### src/rtl/sdram_host_bridge.sv
// sdram_host_bridge: queues host read/write commands and sequences them one at a time onto the SDRAM controller request/response handshake
module sdram_host_bridge #(
    parameter int FIFO_DEPTH       = 4,
    parameter int INIT_WAIT_CYCLES = 26000,
    parameter int REQ_HOLD_CYCLES  = 2,
    parameter int GAP_CYCLES       = 2,
    parameter int TIMEOUT_CYCLES   = 64
) (
    input  logic        clock,
    input  logic        reset,
    input  logic        cmd_valid,
    output logic        cmd_ready,
    input  logic        cmd_write,
    input  logic [24:0] cmd_address,
    input  logic [31:0] cmd_wdata,
    output logic        rsp_valid,
    output logic        rsp_write,
    output logic [31:0] rsp_rdata,
    output logic        rsp_error,
    output logic        init_done,
    output logic        busy,
    output logic [7:0]  err_count,
    output logic        mem_request,
    output logic        mem_write_enable,
    output logic [24:0] mem_address,
    output logic [31:0] mem_write_data,
    input  logic        mem_response,
    input  logic [31:0] mem_read_data
);
    localparam int AW = $clog2(FIFO_DEPTH);
    localparam int M1 = INIT_WAIT_CYCLES > TIMEOUT_CYCLES ? INIT_WAIT_CYCLES : TIMEOUT_CYCLES;
    localparam int M2 = REQ_HOLD_CYCLES > GAP_CYCLES ? REQ_HOLD_CYCLES : GAP_CYCLES;
    localparam int CW = $clog2((M1 > M2 ? M1 : M2) + 1);

    typedef enum logic [2:0] {S_INIT, S_IDLE, S_ASSERT, S_WAIT_RSP, S_GAP} state_t;

    state_t state, state_next;
    logic [57:0] fifo_mem [FIFO_DEPTH];
    logic [57:0] head;
    logic [AW-1:0] wr_ptr, rd_ptr;
    logic [AW:0] count;
    logic [CW-1:0] cnt;
    logic push, pop, cnt_done, cnt_clear, got_rsp, timeout, work_write;

    assign cmd_ready = count != (AW+1)'(FIFO_DEPTH);
    assign push = cmd_valid && cmd_ready;
    assign head = fifo_mem[rd_ptr];
    assign busy = |count || !(state == S_IDLE || state == S_INIT);
    assign cnt_done = (state == S_INIT)     ? cnt == CW'(INIT_WAIT_CYCLES - 1) :
                      (state == S_ASSERT)   ? cnt == CW'(REQ_HOLD_CYCLES - 1) :
                      (state == S_WAIT_RSP) ? cnt == CW'(TIMEOUT_CYCLES - 1) :
                                              cnt == CW'(GAP_CYCLES - 1);

    always_ff @(posedge clock or posedge reset) begin
        if (reset)
            state <= S_INIT;
        else
            state <= state_next;
    end

    always_comb begin
        state_next = state;
        case (state)
            S_INIT:     if (cnt_done) state_next = S_IDLE;
            S_IDLE:     if (|count) state_next = S_ASSERT;
            S_ASSERT:   if (cnt_done) state_next = S_WAIT_RSP;
            S_WAIT_RSP: if (mem_response || cnt_done) state_next = S_GAP;
            S_GAP:      if (cnt_done) state_next = S_IDLE;
            default:    state_next = S_INIT;
        endcase
    end

    always_comb begin
        pop = state == S_IDLE && |count;
        got_rsp = state == S_WAIT_RSP && mem_response;
        timeout = state == S_WAIT_RSP && !mem_response && cnt_done;
        cnt_clear = state_next != state || state == S_IDLE;
    end

    always_ff @(posedge clock) begin
        if (push)
            fifo_mem[wr_ptr] <= {cmd_write, cmd_address, cmd_wdata};
    end

    always_ff @(posedge clock or posedge reset) begin
        if (reset) begin
            wr_ptr <= '0;
            rd_ptr <= '0;
            count <= '0;
        end else begin
            if (push)
                wr_ptr <= wr_ptr + 1'b1;
            if (pop)
                rd_ptr <= rd_ptr + 1'b1;
            count <= count + {{AW{1'b0}}, push} - {{AW{1'b0}}, pop};
        end
    end

    always_ff @(posedge clock or posedge reset) begin
        if (reset) begin
            cnt <= '0;
            init_done <= 1'b0;
            mem_request <= 1'b0;
            mem_write_enable <= 1'b0;
            mem_address <= '0;
            mem_write_data <= '0;
            work_write <= 1'b0;
            rsp_valid <= 1'b0;
            rsp_write <= 1'b0;
            rsp_rdata <= '0;
            rsp_error <= 1'b0;
            err_count <= '0;
        end else begin
            cnt <= cnt_clear ? '0 : cnt + 1'b1;
            rsp_valid <= got_rsp || timeout;
            if (state == S_INIT && cnt_done)
                init_done <= 1'b1;
            if (pop) begin
                mem_request <= 1'b1;
                mem_write_enable <= head[57];
                mem_address <= head[56:32];
                mem_write_data <= head[31:0];
                work_write <= head[57];
            end else if (state == S_ASSERT && cnt_done) begin
                mem_request <= 1'b0;
                mem_write_enable <= 1'b0;
            end
            if (got_rsp || timeout) begin
                rsp_write <= work_write;
                rsp_rdata <= (work_write || timeout) ? '0 : mem_read_data;
                rsp_error <= timeout;
            end
            if (timeout && err_count != 8'hFF)
                err_count <= err_count + 1'b1;
        end
    end
endmodule

### config.mk
export PLATFORM = sky130hd
export DESIGN_NAME = sdram_host_bridge
export DESIGN_NICKNAME = d
export VERILOG_FILES = /design/src/rtl/sdram_host_bridge.sv
export SDC_FILE = /design/constraint.sdc
export NUM_CORES = 1
export LEC_CHECK = 0
export ABC_AREA = 1
export BUFFER_PORTS_ARGS = -buffer_cell sky130_fd_sc_hd__clkbuf_2
export CAP_MARGIN = 20
export CELL_PAD_IN_SITES_DETAIL_PLACEMENT = 1
export CELL_PAD_IN_SITES_GLOBAL_PLACEMENT = 1
export CORE_UTILIZATION = 50
export CTS_BUF_LIST = sky130_fd_sc_hd__clkbuf_8
export DETAILED_ROUTE_END_ITERATION = 6
export HOLD_SLACK_MARGIN = 0.15
export PLACE_DENSITY = 0.84
export SYNTH_ARGS = -nofsm -noshare
export SYNTH_HDL_FRONTEND = slang
export SYNTH_SLANG_ARGS = --single-unit
### constraint.sdc
create_clock -name clock -period 7.3 [get_ports clock]
set_input_delay 1.095 -clock clock [delete_from_list [all_inputs] [get_ports clock]]
set_output_delay 1.095 -clock clock [all_outputs]
set_load 0.02 [all_outputs]
==> flow_summary.yaml <==
placed_design:
  detailed_place_hpwl_mm: 21.5
  preCtsSetupSlack_ps: 4000
  gp_congestion: 0.768
  placement.io_buffers: 198
  numPlacedInstances: 1701
clock_network:
  worst_setup_hold_path_clk_slew_ps: 60
  cts_hold_fix_bufs: 0
  cts_inserted_buffers: 57
  ctsLongestPathBuffers: 3
  clock_tree_from_tritoncts: "yes"
  cts.repair_timing.setup_buffer_count: 0
  insertion_delay_ps: 600
  cts.sink_count: 361
  cts-root-buf: "sky130_fd_sc_hd__clkbuf_8"
  ctsHtreeMaxLevel: 2
  post_cts.resized_instances: 0
finish:
  areaGrowthSynthToFinish_pct: 16.9
  fin_nets: 1486
  multiInputGateArea_um2: 3500
  finish.cell_count_without_fillers: 1810
  final_common_cell: "sky130_fd_sc_hd__nor2_1"
  most-common-layout-cells: "sky130_fd_sc_hd__nor2_1, sky130_fd_sc_hd__edfxtp_1, sky130_fd_sc_hd__clkbuf_2"
  seq_area_um2: 10200
  filler_cell_count: 2942
  drive_gt1_frac: 0.226
synthesis:
  number_of_flip_flops_and_latches_in_the_synthesized_netlist: 361
  yosys.area_share.xor_xnor: 0.0124
  synth_largest_area_cell: "sky130_fd_sc_hd__edfxtp_1"
  synthesis.instances: 1177
  fraction_of_synthesized_area_in_multiplexers: 0.000800
  synth_warnings: 0
  combinational_family_with_the_most_area_after_synthesis: "simple AND/OR/NAND/NOR gates"
  synth.net_count: 1281
  netlist.area_leader.share: 0.495
  synth_compound_area_frac: 0.0816
  syn-cell-area_um2: 14100
  synth_sequential_area_ratio: 0.725
  post_synth_and_or_nand_nor_area_fraction: 0.142
  synth_area_per_cell_um2: 12.0
  synth.distinct_cells: 35
  synthTopCellsByArea: "sky130_fd_sc_hd__edfxtp_1, sky130_fd_sc_hd__dfrtp_1, sky130_fd_sc_hd__nor2_1, sky130_fd_sc_hd__o21ai_0, sky130_fd_sc_hd__nand2_1"
  synthAdderAreaFrac: 0.00943
floorplanning:
  start_util: 0.508
  io_pins: 199
  chipHeight_um: 170
  design.die.area_um2: 28800
  die_w_um: 170
  row_count: 61
  placeableCoreArea_um2: 27700
sta:
  fin_worst_skew_ps: 24.2
  setup-tns-final_ps: 0
  fin_hold_ws_ps: 476
  slew_hr: 0.395
  finalSetupViolations: 0
  worst-slew-pin-transition_ps: 907
  post-route-min-period_ps: 3040
  share_of_the_clock_period_used_by_the_worst_path: 0.416
  hold_violations: 0
  max_clock_freq_ghz: 0.329
  grt_setup_unrepaired: "false"
  drv_slew: 0
  setup_slack_ps: 4260
worst_setup_path:
  worst_path_max_delay_cell: "sky130_fd_sc_hd__nor3_1"
  timing.critical_path.fanout_max: 4
  cp-startpoint: "count[1]"
  timing.critical_path.from_type: "flip-flop"
  reg2reg_start: "state[2]"
  timing.critical_path.buf_inv: 1
  end_kind: "output port"
  worstPathArrival_ps: 1940
  crit_path_cell_trace: "nor3_1 -> nand3_1 -> clkbuf_2"
  crit_type: "flip-flop to output port"
  worstPathRequired_ps: 6200
  critPathTopFamily: "simple AND/OR/NAND/NOR gates"
  cp_slowest_stage_delay_ps: 490
global_routing:
  via_count_of_the_first_global_routing_pass: 10290
  grt_antenna_before_repair: 3
  wire_length_of_the_first_global_routing_pass_mm: 54.3
  grt_start_max_net_pins: 83
  sum_of_overflow_across_all_layers_after_global_routing: 0
  global_route.usage.total: 0.245
routing:
  route.detailed.drc: 0
  route.vias.total: 9596
  detail_route.iter0.violations: 583
  wirelength_mm: 34.7
  routedWlPerCell_um: 19.2
  final_antenna_net_count: 0
  post_drt_via_cell_ratio: 5.30
  drt_pass1_iterations: 5
power_and_ir_drop:
  irDropWorstVdd_uv: 210
  finalPower_mw: 3.84
  leak_pwr_nw: 6.98
  power_per_cell_area_nw_per_um2: 234
status:
  run_status: "completed"
run:
  max_cap_check_violation_count: 0
hold_path:
  hold_path.class: "flip-flop to flip-flop"
  worstHoldStart: "rsp_error"
## cell type report
type | instances | area share
multi-input cells | 719 | 0.213
clock inverters | 41 | 0.0109
diodes | 3 | 0.000456
clock buffers | 65 | 0.0544
well taps | 378 | 0.0287
inverters | 35 | 0.00829
flip-flops and latches | 361 | 0.620
repair buffers | 208 | 0.0648
## worst reg2reg max path, cell delays in order (launching register included)
cell	delay (ps)
sky130_fd_sc_hd__dfrtp_1	470
sky130_fd_sc_hd__nor3_2	260
sky130_fd_sc_hd__inv_1	100
sky130_fd_sc_hd__nor2_4	670
sky130_fd_sc_hd__buf_4	840
sky130_fd_sc_hd__nor2_1	180
sky130_fd_sc_hd__a31oi_1	300
## kinds of logic after synthesis
| group | after synthesis |
|---|---|
| compound gates | 214 |
| xor+xnor | 20 |
| fa+ha+maj | 10 |
| buf+inv | 97 |
| flops | 361 |
| mux | 1 |
| simple gates | 474 |
## per-layer routing
metal / up-vias / routed length, um / track usage
met2: 303 / 18100 / 0.440
met1: 4746 / 13600 / 0.291
met4: 0 / 724 / 0.0826
li1: 4476 / - / -
met3: 71 / 2220 / 0.0504
met5: - / 0 / 0
## registers in the layout, summed over array words and instances (netlist names)
register          flops
fifo_mem            232
rsp_valid             1
work_write            1
cnt                  15
rd_ptr                2
mem_write_data       32
state                 3
mem_write_enable      1
mem_address          25
count                 3
rsp_write             1
mem_request           1
wr_ptr                2
rsp_rdata            32
err_count             8
init_done             1
rsp_error             1
## synthesized netlist by cell type
cell / number
sky130_fd_sc_hd__nor2_1: 323
sky130_fd_sc_hd__edfxtp_1: 232
sky130_fd_sc_hd__o21ai_0: 134
sky130_fd_sc_hd__dfrtp_1: 129
sky130_fd_sc_hd__nand2_1: 99
sky130_fd_sc_hd__a31oi_1: 57
sky130_fd_sc_hd__inv_1: 30
sky130_fd_sc_hd__clkbuf_1: 24
sky130_fd_sc_hd__buf_2: 21
sky130_fd_sc_hd__o21ai_1: 17
sky130_fd_sc_hd__nand3_1: 16
sky130_fd_sc_hd__buf_1: 15
sky130_fd_sc_hd__xor2_1: 14
sky130_fd_sc_hd__nor2_4: 11
sky130_fd_sc_hd__ha_1: 9
sky130_fd_sc_hd__nand4_1: 6
sky130_fd_sc_hd__xnor2_1: 6
sky130_fd_sc_hd__inv_2: 5
sky130_fd_sc_hd__nand3_2: 4
sky130_fd_sc_hd__nor3_1: 4
sky130_fd_sc_hd__a21oi_1: 3
sky130_fd_sc_hd__nand2_2: 3
sky130_fd_sc_hd__nand3_4: 2
sky130_fd_sc_hd__nor2_2: 2
sky130_fd_sc_hd__a21o_1: 1
sky130_fd_sc_hd__buf_12: 1
sky130_fd_sc_hd__buf_6: 1
sky130_fd_sc_hd__fa_1: 1
sky130_fd_sc_hd__mux2_2: 1
sky130_fd_sc_hd__nand2_4: 1
sky130_fd_sc_hd__nand3b_1: 1
sky130_fd_sc_hd__nand4_2: 1
sky130_fd_sc_hd__nor3_2: 1
sky130_fd_sc_hd__o21bai_1: 1
sky130_fd_sc_hd__o22ai_1: 1
## path summary, 6_finish.rpt
path,to,slack (ps),cells after the start
max,busy,4260,3
min,rsp_error,480,2
max reg2reg,mem_write_data[23],4370,6
min reg2reg,rsp_error,480,2
max in group asynchronous,rd_ptr[0],5340,3
min in group asynchronous,err_count[6],670,2
## report_power, final
| group | leakage, nW | switching (mW) | total [mW] | internal (mW) |
|---|---|---|---|---|
| logic | 2.50 | 0.0414 | 0.0619 | 0.0204 |
| registers | 3.86 | 0 | 2.18 | 2.18 |
| clock network | 0.616 | 0.784 | 1.60 | 0.816 |
## metrics by stage
| stage | area [um^2] | util |
|---|---|---|
| 2_1_floorplan | 14100 | - |
| 3_3_place_gp | 15400 | 0.555 |
| 3_5_place_dp | 15400 | 0.555 |
| 4_1_cts | 16400 | 0.594 |
| 5_1_grt | 16400 | 0.594 |
| 6_report | 16500 | 0.594 |
(Power assumes the default switching activity.)
